`config.mk`:
```
export PLATFORM = sky130hd
export DESIGN_NAME = id_remap_allocator_v2
export DESIGN_NICKNAME = d
export VERILOG_FILES = /design/src/rtl/rob_id_pkg.sv /design/src/rtl/lsb_prio_enc.sv /design/src/rtl/id_remap_allocator_v2.sv
export SDC_FILE = /design/constraint.sdc
export NUM_CORES = 1
export LEC_CHECK = 0
export ABC_AREA = 1
export CORE_MARGIN = 1
export CORE_UTILIZATION = 57
export DETAILED_ROUTE_END_ITERATION = 7
export GPL_ROUTABILITY_DRIVEN = 0
export PLACE_DENSITY = 0.76
export SLEW_MARGIN = 20
export SYNTH_ARGS = -nofsm -noshare
export SYNTH_HDL_FRONTEND = slang
export SYNTH_SLANG_ARGS = --single-unit
```
`constraint.sdc`:
```
create_clock -name clk -period 34.1 [get_ports clk]
set_input_delay 5.115 -clock clk [delete_from_list [all_inputs] [get_ports clk]]
set_output_delay 5.115 -clock clk [all_outputs]
set_load 0.01 [all_outputs]
```
`src/rtl/rob_id_pkg.sv`:
```
// Shared helpers for the ID remap allocator: index widths and unique-ID pack/unpack.
package rob_id_pkg;

    localparam int UID_MAX_W = 64;
    typedef logic [UID_MAX_W-1:0] uid_t;

    function automatic int row_w(input int num_rows);
        return (num_rows > 1) ? $clog2(num_rows) : 1;
    endfunction

    function automatic int col_w(input int num_cols);
        return (num_cols > 1) ? $clog2(num_cols) : 1;
    endfunction

    function automatic uid_t uid_pack(input uid_t row, input uid_t col, input int cw);
        return (row << cw) | col;
    endfunction

    function automatic uid_t uid_row(input uid_t uid, input int rw, input int cw);
        return (uid >> cw) & ((uid_t'(1) << rw) - uid_t'(1));
    endfunction

    function automatic uid_t uid_col(input uid_t uid, input int cw);
        return uid & ((uid_t'(1) << cw) - uid_t'(1));
    endfunction

    // Any bit above {row,col} set means the UID can never have been issued.
    function automatic logic uid_upper_nz(input uid_t uid, input int rw, input int cw);
        return |(uid >> (rw + cw));
    endfunction

endpackage

```
`src/rtl/lsb_prio_enc.sv`:
```
// Lowest-index-first priority encoder: reports whether any request bit is set and where.
module lsb_prio_enc #(
    parameter int N = 4,
    localparam int W = (N > 1) ? $clog2(N) : 1
) (
    input  logic [N-1:0] req,
    output logic         found,
    output logic [W-1:0] idx
);

    always_comb begin
        found = 1'b0;
        idx   = '0;
        for (int i = N - 1; i >= 0; i--) begin
            if (req[i]) begin
                found = 1'b1;
                idx   = W'(i);
            end
        end
    end

endmodule

```
`src/rtl/id_remap_allocator_v2.sv`:
```
// Binds in-flight original IDs to matrix rows and issues unique {row,col} IDs;
// frees return the original ID one cycle later, with error flagging for bogus UIDs.
module id_remap_allocator_v2
    import rob_id_pkg::*;
#(
    parameter int ID_WIDTH        = 16,
    parameter int NUM_ROWS        = 4,
    parameter int NUM_COLS        = 4,
    parameter int MAX_OUTSTANDING = NUM_ROWS * NUM_COLS
) (
    input  logic                                   clk,
    input  logic                                   rst,
    input  logic                                   alloc_valid,
    input  logic [ID_WIDTH-1:0]                    alloc_orig_id,
    output logic                                   alloc_ready,
    output logic [ID_WIDTH-1:0]                    alloc_uid,
    input  logic                                   free_valid,
    input  logic [ID_WIDTH-1:0]                    free_uid,
    output logic                                   free_rsp_valid,
    output logic [ID_WIDTH-1:0]                    free_rsp_orig_id,
    output logic                                   free_rsp_err,
    output logic [$clog2(MAX_OUTSTANDING+1)-1:0]   outstanding_cnt,
    output logic                                   full,
    output logic                                   empty
);

    localparam int ROW_W = row_w(NUM_ROWS);
    localparam int COL_W = col_w(NUM_COLS);
    localparam int CNT_W = $clog2(MAX_OUTSTANDING + 1);

    typedef struct packed {
        logic                bound;
        logic [ID_WIDTH-1:0] orig_id;
        logic [NUM_COLS-1:0] bitmap;
    } remap_row_t;

    remap_row_t          rows_q [NUM_ROWS];
    remap_row_t          rows_d [NUM_ROWS];
    logic [ID_WIDTH-1:0] tags_q [NUM_ROWS][NUM_COLS];
    logic [ID_WIDTH-1:0] tags_d [NUM_ROWS][NUM_COLS];
    logic [CNT_W-1:0]    cnt_q, cnt_d;

    logic [NUM_ROWS-1:0] hit_vec, unbound_vec;
    logic                hit_any, unbound_any;
    logic [ROW_W-1:0]    hit_idx, unbound_idx, sel_row;
    logic [NUM_COLS-1:0] col_free_vec;
    logic                col_found;
    logic [COL_W-1:0]    col_idx;
    logic                alloc_fire;

    logic [ROW_W-1:0]    free_row;
    logic [COL_W-1:0]    free_col;
    logic                free_err, free_ok;

    always_comb begin
        for (int r = 0; r < NUM_ROWS; r++) begin
            hit_vec[r]     = rows_q[r].bound && (rows_q[r].orig_id == alloc_orig_id);
            unbound_vec[r] = ~rows_q[r].bound;
        end
    end

    // At most one row can hold a given ID, so the encoder just converts one-hot to index.
    lsb_prio_enc #(.N(NUM_ROWS)) u_hit_enc (.req(hit_vec), .found(hit_any), .idx(hit_idx));
    lsb_prio_enc #(.N(NUM_ROWS)) u_row_enc (.req(unbound_vec), .found(unbound_any), .idx(unbound_idx));

    assign sel_row      = hit_any ? hit_idx : unbound_idx;
    assign col_free_vec = ~rows_q[sel_row].bitmap;

    lsb_prio_enc #(.N(NUM_COLS)) u_col_enc (.req(col_free_vec), .found(col_found), .idx(col_idx));

    // A full hit row stalls rather than spilling, keeping per-ID ordering in one row.
    assign alloc_ready = ~full & (hit_any ? col_found : unbound_any);
    assign alloc_fire  = alloc_valid & alloc_ready;
    assign alloc_uid   = ID_WIDTH'(uid_pack(uid_t'(sel_row), uid_t'(col_idx), COL_W));

    assign free_row = ROW_W'(uid_row(uid_t'(free_uid), ROW_W, COL_W));
    assign free_col = COL_W'(uid_col(uid_t'(free_uid), COL_W));
    assign free_err = uid_upper_nz(uid_t'(free_uid), ROW_W, COL_W) | ~rows_q[free_row].bitmap[free_col];
    assign free_ok  = free_valid & ~free_err;

    always_comb begin
        rows_d = rows_q;
        tags_d = tags_q;
        if (free_ok) begin
            rows_d[free_row].bitmap[free_col] = 1'b0;
        end
        if (alloc_fire) begin
            rows_d[sel_row].bound           = 1'b1;
            rows_d[sel_row].orig_id         = alloc_orig_id;
            rows_d[sel_row].bitmap[col_idx] = 1'b1;
            tags_d[sel_row][col_idx]        = alloc_orig_id;
        end
        // Evaluated after the alloc so a same-cycle hit on the emptied row keeps it bound.
        if (free_ok && (rows_d[free_row].bitmap == '0)) begin
            rows_d[free_row].bound = 1'b0;
        end
        cnt_d = cnt_q + CNT_W'(alloc_fire) - CNT_W'(free_ok);
    end

    always_ff @(posedge clk or posedge rst) begin
        if (rst) begin
            for (int r = 0; r < NUM_ROWS; r++) begin
                rows_q[r] <= '0;
                for (int c = 0; c < NUM_COLS; c++) begin
                    tags_q[r][c] <= '0;
                end
            end
            cnt_q            <= '0;
            free_rsp_valid   <= 1'b0;
            free_rsp_err     <= 1'b0;
            free_rsp_orig_id <= '0;
        end else begin
            rows_q           <= rows_d;
            tags_q           <= tags_d;
            cnt_q            <= cnt_d;
            free_rsp_valid   <= free_valid;
            free_rsp_err     <= free_valid & free_err;
            free_rsp_orig_id <= free_ok ? tags_q[free_row][free_col] : '0;
        end
    end

    assign outstanding_cnt = cnt_q;
    assign full            = (cnt_q == CNT_W'(MAX_OUTSTANDING));
    assign empty           = (cnt_q == '0);

endmodule

```
Word level (Yosys, flattened, before mapping) --
Index checks and enable logic that the tools add are counted.
Word-level totals: memory bits (writable) 0, register bits 363, word-level logic and storage cells 148, output and inout bits 42, latch bits 0, bits in read-only memories 0, memories kept 0
Operators by class: bitwise operators 14, add/subtract/negate cells 2, multiply operators 0, reduce and logical (&&, ||, !) cells 13, $lt $le $gt $ge 11, mux-type cells 71, shift operators 0, div/mod/pow operators 0, eq/ne operators 5
Operators by type and width (count):
- $bwmux 84 | 5
- $bwmux 256 | 1
- $mux 84 | 3
- $demux 21 s2 | 5
- $mux 64 | 3
- $bmux 64 s2 | 1
- $demux 64 s2 | 1
- $bmux 21 s2 | 3
- $eq 16x16->1 | 4
- $mux 16 | 4
- $mux 21 | 2
- $bmux 16 s2 | 1
- $demux 16 s2 | 1
- $mux 4 | 8
- $mux 2 | 13
- $mux 20 | 1
- $mux 1 | 16
- $ge 3x3->1 const B | 4
- $not 2->3 | 4
- $reduce_or 12->1 | 1
- $logic_and 1x1->1 | 10
- $lt 3x1->1 const B | 3
- $lt 2x3->1 const B | 2
- $add 5x1->5 | 1
- 12 further kinds | 19

Longest topological paths before layout --
Gate-level depths: netlist of run 1.
depth in word-level cells 30, gate-level depth with buffers 30, gate-level depth less buffers 29

Cells and area by module --
From an unflattened synthesis of run 1, not the netlist that was laid out.
Unflattened totals: cell total of the unflattened synthesis 1917, area, all modules 16555.9 µm²
By module, submodules not included:
- id_remap_allocator_v2 | instances 1, sequential area each 9083.7 µm², area an instance 16447.0 µm², cells each 1893
- lsb_prio_enc | instances 3, sequential area each 0.0 µm², area an instance 36.3 µm², cells each 8

Worst setup path before layout of run 1 --
No wires, ideal clock.
path kind in2out, start point input alloc_orig_id[14], end point output alloc_ready, cell stages on the path 18, required time 28.985 ns, slack 21.993 ns, arrival 6.992 ns, buffers on the path 3, path through buf_4 -> inv_2 -> nand2_1 -> nand2_1 -> and3_1 -> nand3_1 -> nand2_1 -> nor2_2 -> nand2_4 -> nand2_4 -> buf_6 -> nand3b_1 -> nand2_2 -> nor2_8 -> nand2_4 -> nor2_4 -> nor2_4 -> buf_12
Between the ends: cells in the longest elaborated chain, start to end 18, elaborated cells between the ends (all ways) 28, those cells by class eq/ne (4); mux (17); bitwise (3); reduce/logical (4)
Ends and longest elaborated chain:
- start, declared | line id_remap_allocator_v2.sv:14 | input logic [ID_WIDTH-1:0] alloc_orig_id,
- $eq 16x16->1 | line id_remap_allocator_v2.sv:57 | hit_vec[r] = rows_q[r].bound && (rows_q[r].orig_id == alloc_orig_id);
- $logic_and 1x1->1 | line id_remap_allocator_v2.sv:57
- $mux 2 / $mux 1 (equally long branches) (4 in a row) | line lsb_prio_enc.sv:15 | if (req[i]) begin
- $mux 2 | line id_remap_allocator_v2.sv:66 | assign sel_row = hit_any ? hit_idx : unbound_idx;
- $not 2->3 (not written as such) | line id_remap_allocator_v2.sv:67 | assign col_free_vec = ~rows_q[sel_row].bitmap;
- $bmux 21 s2 | line id_remap_allocator_v2.sv:67
- $mux 4 (not written as such) (2 in a row) | line id_remap_allocator_v2.sv:67
- $not 4->4 | line id_remap_allocator_v2.sv:67
- $mux 1 (4 in a row) | line lsb_prio_enc.sv:15
- $mux 1 * | line id_remap_allocator_v2.sv:72 | assign alloc_ready = ~full & (hit_any ? col_found : unbound_any);
- $and 1x1->1 * | line id_remap_allocator_v2.sv:72
- end, declared | line id_remap_allocator_v2.sv:15 | output logic alloc_ready,
Every way passes the cells marked *; elsewhere a longest branch is shown, timed or not. The select of a mux whose other input is x is not followed.

Worst setup path in the final report of run 1 --
start point input alloc_orig_id[5], end point output alloc_ready
Same word-level chain as after synthesis.

==> run summary, run 1 <==
status -> finished, violations left
failing checks -> DRC
Core Box Area -> 29900 sq um
Total Nets Final -> 2123
hold path cells -> 2
drt first pass iters -> 8
Avg Cell Area, Syn -> 8.28 sq um
Cells after Synth -> 2106
clock latency on the worst-skew pair -> 0.54 ns
Worst R2R Start -> rows_q[30]
DIE HEIGHT -> 177 um
Yosys cell types -> 46
Cell Rows -> 63
xor/xnor share of the synthesized area -> 0.502%
initial antenna violation count -> 0
global route overflow -> 0
worst-path fanout max -> 24
clk buf depth -> 3
Post-CTS Resized -> 0
PwrDens -> 49.8 nW/um^2
io pins -> 78
die footprint -> 31300 sq um
Fmax -> 0.0708 GHz
main combinational cell family by area after synthesis -> simple AND/OR/NAND/NOR gates
min-delay worst type -> reg2reg
post-route core utilization -> 65.0%
clock-pin slew on the worst setup and hold paths -> 0.05 ns
layout cells sized above 1 -> 7.11%
final WL -> 49600 um
Hold Vio Cnt, Final -> 0
Synth async-reset ratio -> 100%
Synth Flop Type -> dfrtp_1
Synth-to-Final Area Change -> 11.3%
R2R Setup Slk -> 29.69 ns
DR iter-0 viols -> 2006
Syn Std Cell Area -> 17400 sq um
Crit Path Class -> in2out
Residual DRC -> 4
Pleak -> 9.11 nW
clock skew -> 0.0167 ns
CP Launch Point -> alloc_orig_id[5]
mux share of post-synthesis cell area -> 0%
peak supply drop -> 0.0000353 V
CP endpoint kind -> output pin
TritonCTS clock tree -> built
fin. max-slew vios -> 0
Worst setup SP type -> input port
Setup violations, final -> 0
setup TNS -> 0 ns
first-pass GRT wire length -> 79400 um
post-route minimum period -> 14.12 ns
Simple-Gate Fraction of Synth Area -> 24.3%
ANT nets after route -> 0
Req. time, crit path -> 28.98 ns
RSZ-0062 raised after global routing -> no
CTS H-tree depth -> 2
critical path data arrival time -> 9.01 ns
hpwl dp -> 29400 um
Hold-fix buffers, CTS -> 0
CP endpoint -> alloc_ready
worst r2r path cells -> 26
crit share post-route -> 41.4%
fill cell count -> 2505
area fraction in compound gates after synthesis -> 15.5%
Port Buffers -> 65
DR vias/cell -> 6.12
root buffer cell -> clkbuf_16
vias -> 15300
Synth warnings -> 0
synthesized flop and latch total -> 363
initial core utilization -> 58.4%
Slew Limit Headroom -> 32.9%
Max Cap Viol -> 0
largest net degree at the start of global routing -> 147
FF-to-FF End -> rows_q[83]
DIE WIDTH -> 177 um
sequential-to-total area share from yosys stat -> 52.1%
WL/cell -> 19.9 um
EDFF count, synth -> 0
adder-cell share of the synthesized area -> 0.545%
vias in the first global route -> 14400
diodes inserted -> 0
Worst Max-Slew Pin Slew -> 1.00 ns
postcts setup bufs -> 0
Inserted Clock Buffers -> 38
Global Route Usage Sum -> 32.5%
Sink Count -> 363
area by class of cell:
cell class	count	area, sq um	area share [%]
tap	390	488	2.51
sequential	363	9080	46.8
clock buffer	55	1150	5.90
inverter	129	494	2.55
timing repair buffer	85	805	4.14
clock inverter	14	204	1.05
multi-input combinational	1463	7200	37.1
cell families after synthesis:
kind of cell             Yosys count
AND/OR/NAND/NOR                  956
flip-flops                       363
adder cells (fa/ha/maj)            7
AO/OA/AOI/OAI                    478
other                              1
XOR/XNOR                          10
buffers and inverters            291
cell usage after synthesis (13+ instances only):
master    number  area share (%)
dfrtp_1      363              52
buf_4         16            0.69
inv_2         13            0.28
inv_1        111             2.4
o21ai_0      315             9.0
o22ai_1       56             2.0
o31ai_1       50             2.2
nand4_1       37             1.3
nand3_1       40             1.1
nand2_1      601              13
clkbuf_1     124             2.7
a21oi_1       20            0.57
nor2_1        94             2.0
nor3_1       135             3.9
where the power goes:
part / internal, mW / switching [mW] / leakage (nW) / total (mW)
logic: 0.0250 / 0.0551 / 3.52 / 0.0800
clock network: 0.272 / 0.175 / 0.665 / 0.447
registers: 0.436 / 0.00443 / 4.92 / 0.441
stage by stage:
stage | instances | setup slack, ns | power [mW] | hold WS (ns) | instance area, sq um
after detailed placement | 2430 | 20.06 | 0.527 | 0.473 | 18100
after floorplan | 2117 | 18.91 | 0.501 | 0.453 | 17500
after CTS | 2499 | 20.06 | 0.969 | 0.488 | 19400
after global placement | 2430 | 20.17 | 0.525 | 0.466 | 18100
final | 2499 | 19.98 | 0.968 | 0.484 | 19400
after global routing | 2499 | 19.71 | 0.996 | 0.502 | 19400
placed cells by master, fill, tap and decap left out, types with 37 or more instances in the layout:
| cell | n |
|---|---|
| nand2_1 | 599 |
| dfrtp_1 | 363 |
| o21ai_0 | 315 |
| nor3_1 | 135 |
| inv_1 | 109 |
| nor2_1 | 91 |
| clkdlybuf4s50_1 | 62 |
| o22ai_1 | 56 |
| o31ai_1 | 50 |
| nand3_1 | 40 |
| clkbuf_16 | 39 |
| nand4_1 | 37 |
worst max-delay path: stages:
cell and delay [ns]:
clkdlybuf4s50_1 0.49, inv_1 0.54, nand2_1 0.18, nand2_1 0.10
nor2_1 0.06, nand2_1 0.06, nor2_1 0.04, nand3_1 0.10
nand2_1 0.08, nor2_2 0.29, nand2_4 0.14, nand2_4 0.17
nor2_4 0.09, nand2_1 0.11, nand4_1 0.13, nand2_4 0.11
nor2_4 0.05, nor2_4 0.48, clkdlybuf4s50_1 0.66
worst min-delay path by stage:
stage                  endpoint  slack, ns   startpoint
CTS                  tags_q[28]       0.49   tags_q[28]
global placement     tags_q[33]       0.47   tags_q[33]
detailed placement   tags_q[28]       0.47   tags_q[28]
floorplan            tags_q[71]       0.45   tags_q[71]
global route         tags_q[58]       0.50   tags_q[58]
finish              tags_q[116]       0.48  tags_q[116]
per-layer routing:
metal  up-vias  wire [um]  part of all wire [%]  GRT usage, %
met5         -          0                     0             0
met4         0       1320                   2.7          10.0
met3       115       4800                   9.7          5.35
met2       821      22200                    45          49.0
met1      7363      21300                    43          48.3
li1       6995          -                     -             -
registers in the layout, indices dropped and copies added (netlist names):
register / flops
free_rsp_orig_id: 16
outstanding_cnt: 5
free_rsp_err: 1
tags_q: 256
rows_q: 84
free_rsp_valid: 1
Power figures use the tool's default switching activity.
==> inputs of run 2 (changes only) <==
--- a/config.mk
+++ b/config.mk
@@ -7,7 +7,7 @@
 export LEC_CHECK = 0
 export ABC_AREA = 1
 export CORE_MARGIN = 1
-export CORE_UTILIZATION = 57
+export CORE_UTILIZATION = 55
 export DETAILED_ROUTE_END_ITERATION = 7
 export GPL_ROUTABILITY_DRIVEN = 0
 export PLACE_DENSITY = 0.76
==> constraint.sdc (replaced) <==
create_clock -name clk -period 12.1 [get_ports clk]
set_input_delay 1.815 -clock clk [delete_from_list [all_inputs] [get_ports clk]]
set_output_delay 1.815 -clock clk [all_outputs]
set_load 0.01 [all_outputs]
==> run summary, run 2 (synthesis gave the netlist of run 1 again) <==
status -> finished clean
max FFs per register -> 256
Setup violations, final -> 0
final WL -> 48900 um
worst-path fanout max -> 24
WL/cell -> 19.5 um
min-delay worst type -> reg2reg
Port Buffers -> 65
Sink Count -> 363
Residual DRC -> 0
root buffer cell -> clkbuf_16
Req. time, crit path -> 10.28 ns
diodes inserted -> 0
Worst Hold Path EP -> tags_q[112]
vias -> 15200
Setup WS pre-CTS -> 4.61 ns
vias in the first global route -> 14500
TritonCTS clock tree -> built
Core Box Area -> 30900 sq um
Crit Path Class -> in2out
hold path start -> tags_q[112]
largest registers -> tags_q (256), rows_q (84), free_rsp_orig_id (16)
DIE WIDTH -> 180 um
hold path cells -> 2
postcts setup bufs -> 0
critical path data arrival time -> 5.75 ns
first-pass GRT wire length -> 79000 um
Synth-to-Final Area Change -> 11.0%
Slew Limit Headroom -> 32.2%
most frequent cells in the layout -> nand2_1 (599), dfrtp_1 (363), o21ai_0 (315)
Max Cap Viol -> 0
crit path buf inv count -> 3
most common cell after layout, fill and taps aside -> nand2_1
Fmax -> 0.132 GHz
Crit-path slowest cell -> clkdlybuf4s50_1
global route overflow -> 0
Hold Vio Cnt, Final -> 0
CP peak stage delay -> 0.69 ns
fill cell count -> 2576
Inserted Clock Buffers -> 39
initial antenna violation count -> 0
Worst Max-Slew Pin Slew -> 1.02 ns
largest net degree at the start of global routing -> 182
die footprint -> 32400 sq um
ANT nets after route -> 0
DR iter-0 viols -> 1888
initial core utilization -> 56.4%
fin. max-slew vios -> 0
final instance area -> 19400 sq um
Global Route Usage Sum -> 30.4%
Crit path top cell by count -> nand2_1
Total Nets Final -> 2124
RSZ-0062 raised after global routing -> no
Hold-fix buffers, CTS -> 0
hpwl dp -> 29400 um
Placed Instance Area -> 18100 sq um
crit share post-route -> 62.5%
Worst setup SP type -> input port
Worst R2R Start -> rows_q[30]
Pwr Total -> 2.66 mW
crit-path leading delay family -> simple AND/OR/NAND/NOR gates
post-route minimum period -> 7.56 ns
Final Worst Setup Slack -> 4.54 ns
io pins -> 78
setup TNS -> 0 ns
clk buf depth -> 3
worst path cell trace -> clkdlybuf4s50_1 > inv_1 > nand2_1 > nand2_1 > nor2_1 > nand2_1 > nor2_1 > nand3_1 > nand2_1 > nor2_2 > nand2_4 > nand2_4 > nor2_4 > nand2_1 > nand4_1 > nand2_4 > nor2_4 > nor2_4 > clkdlybuf4s50_1
PwrDens -> 137 nW/um^2
clock-pin slew on the worst setup and hold paths -> 0.05 ns
layout cells sized above 1 -> 7.02%
drt first pass iters -> 7
DIE HEIGHT -> 180 um
worst r2r path cells -> 26
Cell Rows -> 64
clock latency on the worst-skew pair -> 0.54 ns
Pleak -> 9.08 nW
CP endpoint kind -> output pin
CTS H-tree depth -> 2
R2R Setup Slk -> 7.65 ns
FF-to-FF End -> rows_q[41]
peak supply drop -> 0.000112 V
Post-CTS Resized -> 0
clock skew -> 0.0219 ns
DR vias/cell -> 6.08
Largest Register -> tags_q
-- run 2: area by class of cell --
cell class | instances | area [sq um] | area share (%)
multi-input combinational | 1463 | 7200 | 37.2
tap | 396 | 495 | 2.56
clock buffer | 59 | 1190 | 6.16
inverter | 129 | 494 | 2.55
clock inverter | 10 | 96.3 | 0.498
sequential | 363 | 9080 | 46.9
timing repair buffer | 85 | 801 | 4.14
-- run 2: tightest hold or removal path, cell delays in order, from the launching register on --
cell and delay [ns]:
dfrtp_1 0.34, nand2_1 0.05, o21ai_0 0.06
-- run 2: report_power, final --
group,internal (mW),leakage [nW],switching (mW)
sequential,1.23,4.92,0.0121
clock,0.703,0.637,0.493
combinational,0.0702,3.52,0.153
-- run 2: worst max-delay path by stage --
stage / startpoint / end / cells after the start
floorplan: rst / free_rsp_err / 1
global placement: alloc_orig_id[1] / alloc_ready / 19
detailed placement: alloc_orig_id[2] / alloc_ready / 19
CTS: alloc_orig_id[2] / alloc_ready / 19
global route: alloc_orig_id[2] / alloc_ready / 19
finish: alloc_orig_id[3] / alloc_ready / 19
-- run 2: per-stage QoR --
step / instances / hold WS, ns / util (%)
after floorplan: 2117 / 0.453 / -
after global placement: 2436 / 0.466 / 58.5
after detailed placement: 2436 / 0.473 / 58.5
after CTS: 2505 / 0.488 / 62.6
after global routing: 2505 / 0.498 / 62.6
final: 2505 / 0.483 / 62.6
-- run 2: layer usage --
layer	part of all wire (%)	track usage, %
met1	43	44.6
met2	45	47.0
met3	9.9	5.50
met4	1.9	7.66
met5	0	0
==> inputs of run 3 (changes only) <==
==> constraint.sdc (replaced) <==
create_clock -name clk -period 6.5 [get_ports clk]
set_input_delay 0.975 -clock clk [delete_from_list [all_inputs] [get_ports clk]]
set_output_delay 0.975 -clock clk [all_outputs]
set_load 0.01 [all_outputs]
==> run summary, run 3 (synthesis gave the netlist of run 1 again) <==
Crit Path Class -> in2out
initial core utilization -> 56.4%
Total Nets Final -> 2134
Global Route Usage Sum -> 31.4%
CTS H-tree depth -> 2
Post-CTS Resized -> 0
initial antenna violation count -> 0
status -> finished clean
worst path cell trace -> clkdlybuf4s50_1 > inv_1 > nand2_1 > nand2_1 > nor2_1 > nand2_1 > nor2_1 > nand3_1 > nand2_1 > nor2_2 > nand2_4 > nand2_4 > nor2_4 > nand2_1 > nand4_1 > nand2_4 > nor2_4 > nor2_4 > clkdlybuf4s50_1
FF-to-FF End -> outstanding_cnt[4]
Port Buffers -> 65
PwrDens -> 259 nW/um^2
io pins -> 78
Req. time, crit path -> 5.52 ns
largest registers -> tags_q (256), rows_q (84), free_rsp_orig_id (16)
RSZ-0062 raised after global routing -> no
CP Launch Point -> alloc_orig_id[1]
clock-pin slew on the worst setup and hold paths -> 0.06 ns
Crit path top cell by count -> nand2_1
DR iter-0 viols -> 2109
critical path data arrival time -> 4.95 ns
Crit-path slowest cell -> clkdlybuf4s50_1
worst r2r path cells -> 22
R2R Setup Slk -> 2.07 ns
clock skew -> 0.0216 ns
Slew Limit Headroom -> 34.8%
Hold Vio Cnt, Final -> 0
Sink Count -> 363
Largest Register -> tags_q
clk buf depth -> 3
root buffer cell -> clkbuf_16
worst-path fanout max -> 26
CP endpoint kind -> output pin
hpwl dp -> 30600 um
hold path start -> tags_q[91]
crit share post-route -> 91.2%
die footprint -> 32400 sq um
Worst setup SP type -> input port
WL/cell -> 19.9 um
Setup violations, final -> 0
final WL -> 50200 um
drt first pass iters -> 6
most frequent cells in the layout -> nand2_1 (599), dfrtp_1 (363), o21ai_0 (315)
vias in the first global route -> 14800
first-pass GRT wire length -> 80900 um
diodes inserted -> 0
DIE WIDTH -> 180 um
post-route minimum period -> 5.93 ns
Worst R2R Start -> rows_q[81]
layout cells sized above 1 -> 7.59%
Synth-to-Final Area Change -> 11.8%
ANT nets after route -> 0
CP endpoint -> alloc_ready
fin. max-slew vios -> 0
Inserted Clock Buffers -> 38
Hold-fix buffers, CTS -> 0
max FFs per register -> 256
largest net degree at the start of global routing -> 164
Worst Max-Slew Pin Slew -> 0.978 ns
min-delay worst type -> reg2reg
CP peak stage delay -> 0.68 ns
global route overflow -> 0
DR vias/cell -> 6.12
most common cell after layout, fill and taps aside -> nand2_1
peak supply drop -> 0.000235 V
TritonCTS clock tree -> built
Cell Rows -> 64
postcts setup bufs -> 0
Max Cap Viol -> 0
Hold WS -> 0.484 ns
vias -> 15400
Residual DRC -> 0
Pleak -> 9.15 nW
hold path cells -> 2
DIE HEIGHT -> 180 um
clock latency on the worst-skew pair -> 0.54 ns
Core Box Area -> 30900 sq um
setup TNS -> 0 ns
Fmax -> 0.169 GHz
## run 3: layout make-up
cell class	instances	area (sq um)
fill	2595	11400
sequential	363	9080
multi-input combinational	1463	7200
clock buffer	57	1170
timing repair buffer	96	883
tap	396	495
inverter	129	490
clock inverter	12	184
## run 3: power breakdown
group | leakage, nW | internal [mW] | switching (mW)
clock network | 0.667 | 1.41 | 0.906
logic | 3.57 | 0.133 | 0.292
registers | 4.92 | 2.29 | 0.0245
## run 3: layer usage
metal  track usage, %  share of wire, %
met5                0                 0
met4             10.6               3.0
met3             5.38                10
met2             47.2                44
met1             46.3                43
## run 3: critical path, delay by kind of cell
kind | cells | cell delay, ns
AND/OR/NAND/NOR | 16 | 2.26
buffers and inverters | 3 | 1.68
## run 3: worst min path at each step
stage	end	slack [ns]
after floorplan	tags_q[71]	0.45
after global placement	tags_q[155]	0.47
after detailed placement	tags_q[7]	0.47
after CTS	tags_q[23]	0.49
after global routing	tags_q[7]	0.50
final	tags_q[91]	0.48
## run 3: per-stage QoR
step / utilization (%) / cells / instance area, sq um / setup slack, ns / power, mW
floorplan: - / 2117 / 17500 / 0.657 / 2.63
global placement: 58.7 / 2447 / 18200 / 0.831 / 2.76
detailed placement: 58.7 / 2447 / 18200 / 0.667 / 2.77
CTS: 63.1 / 2516 / 19500 / 0.692 / 5.07
global route: 63.1 / 2516 / 19500 / 0.355 / 5.22
finish: 63.1 / 2516 / 19500 / 0.574 / 5.06
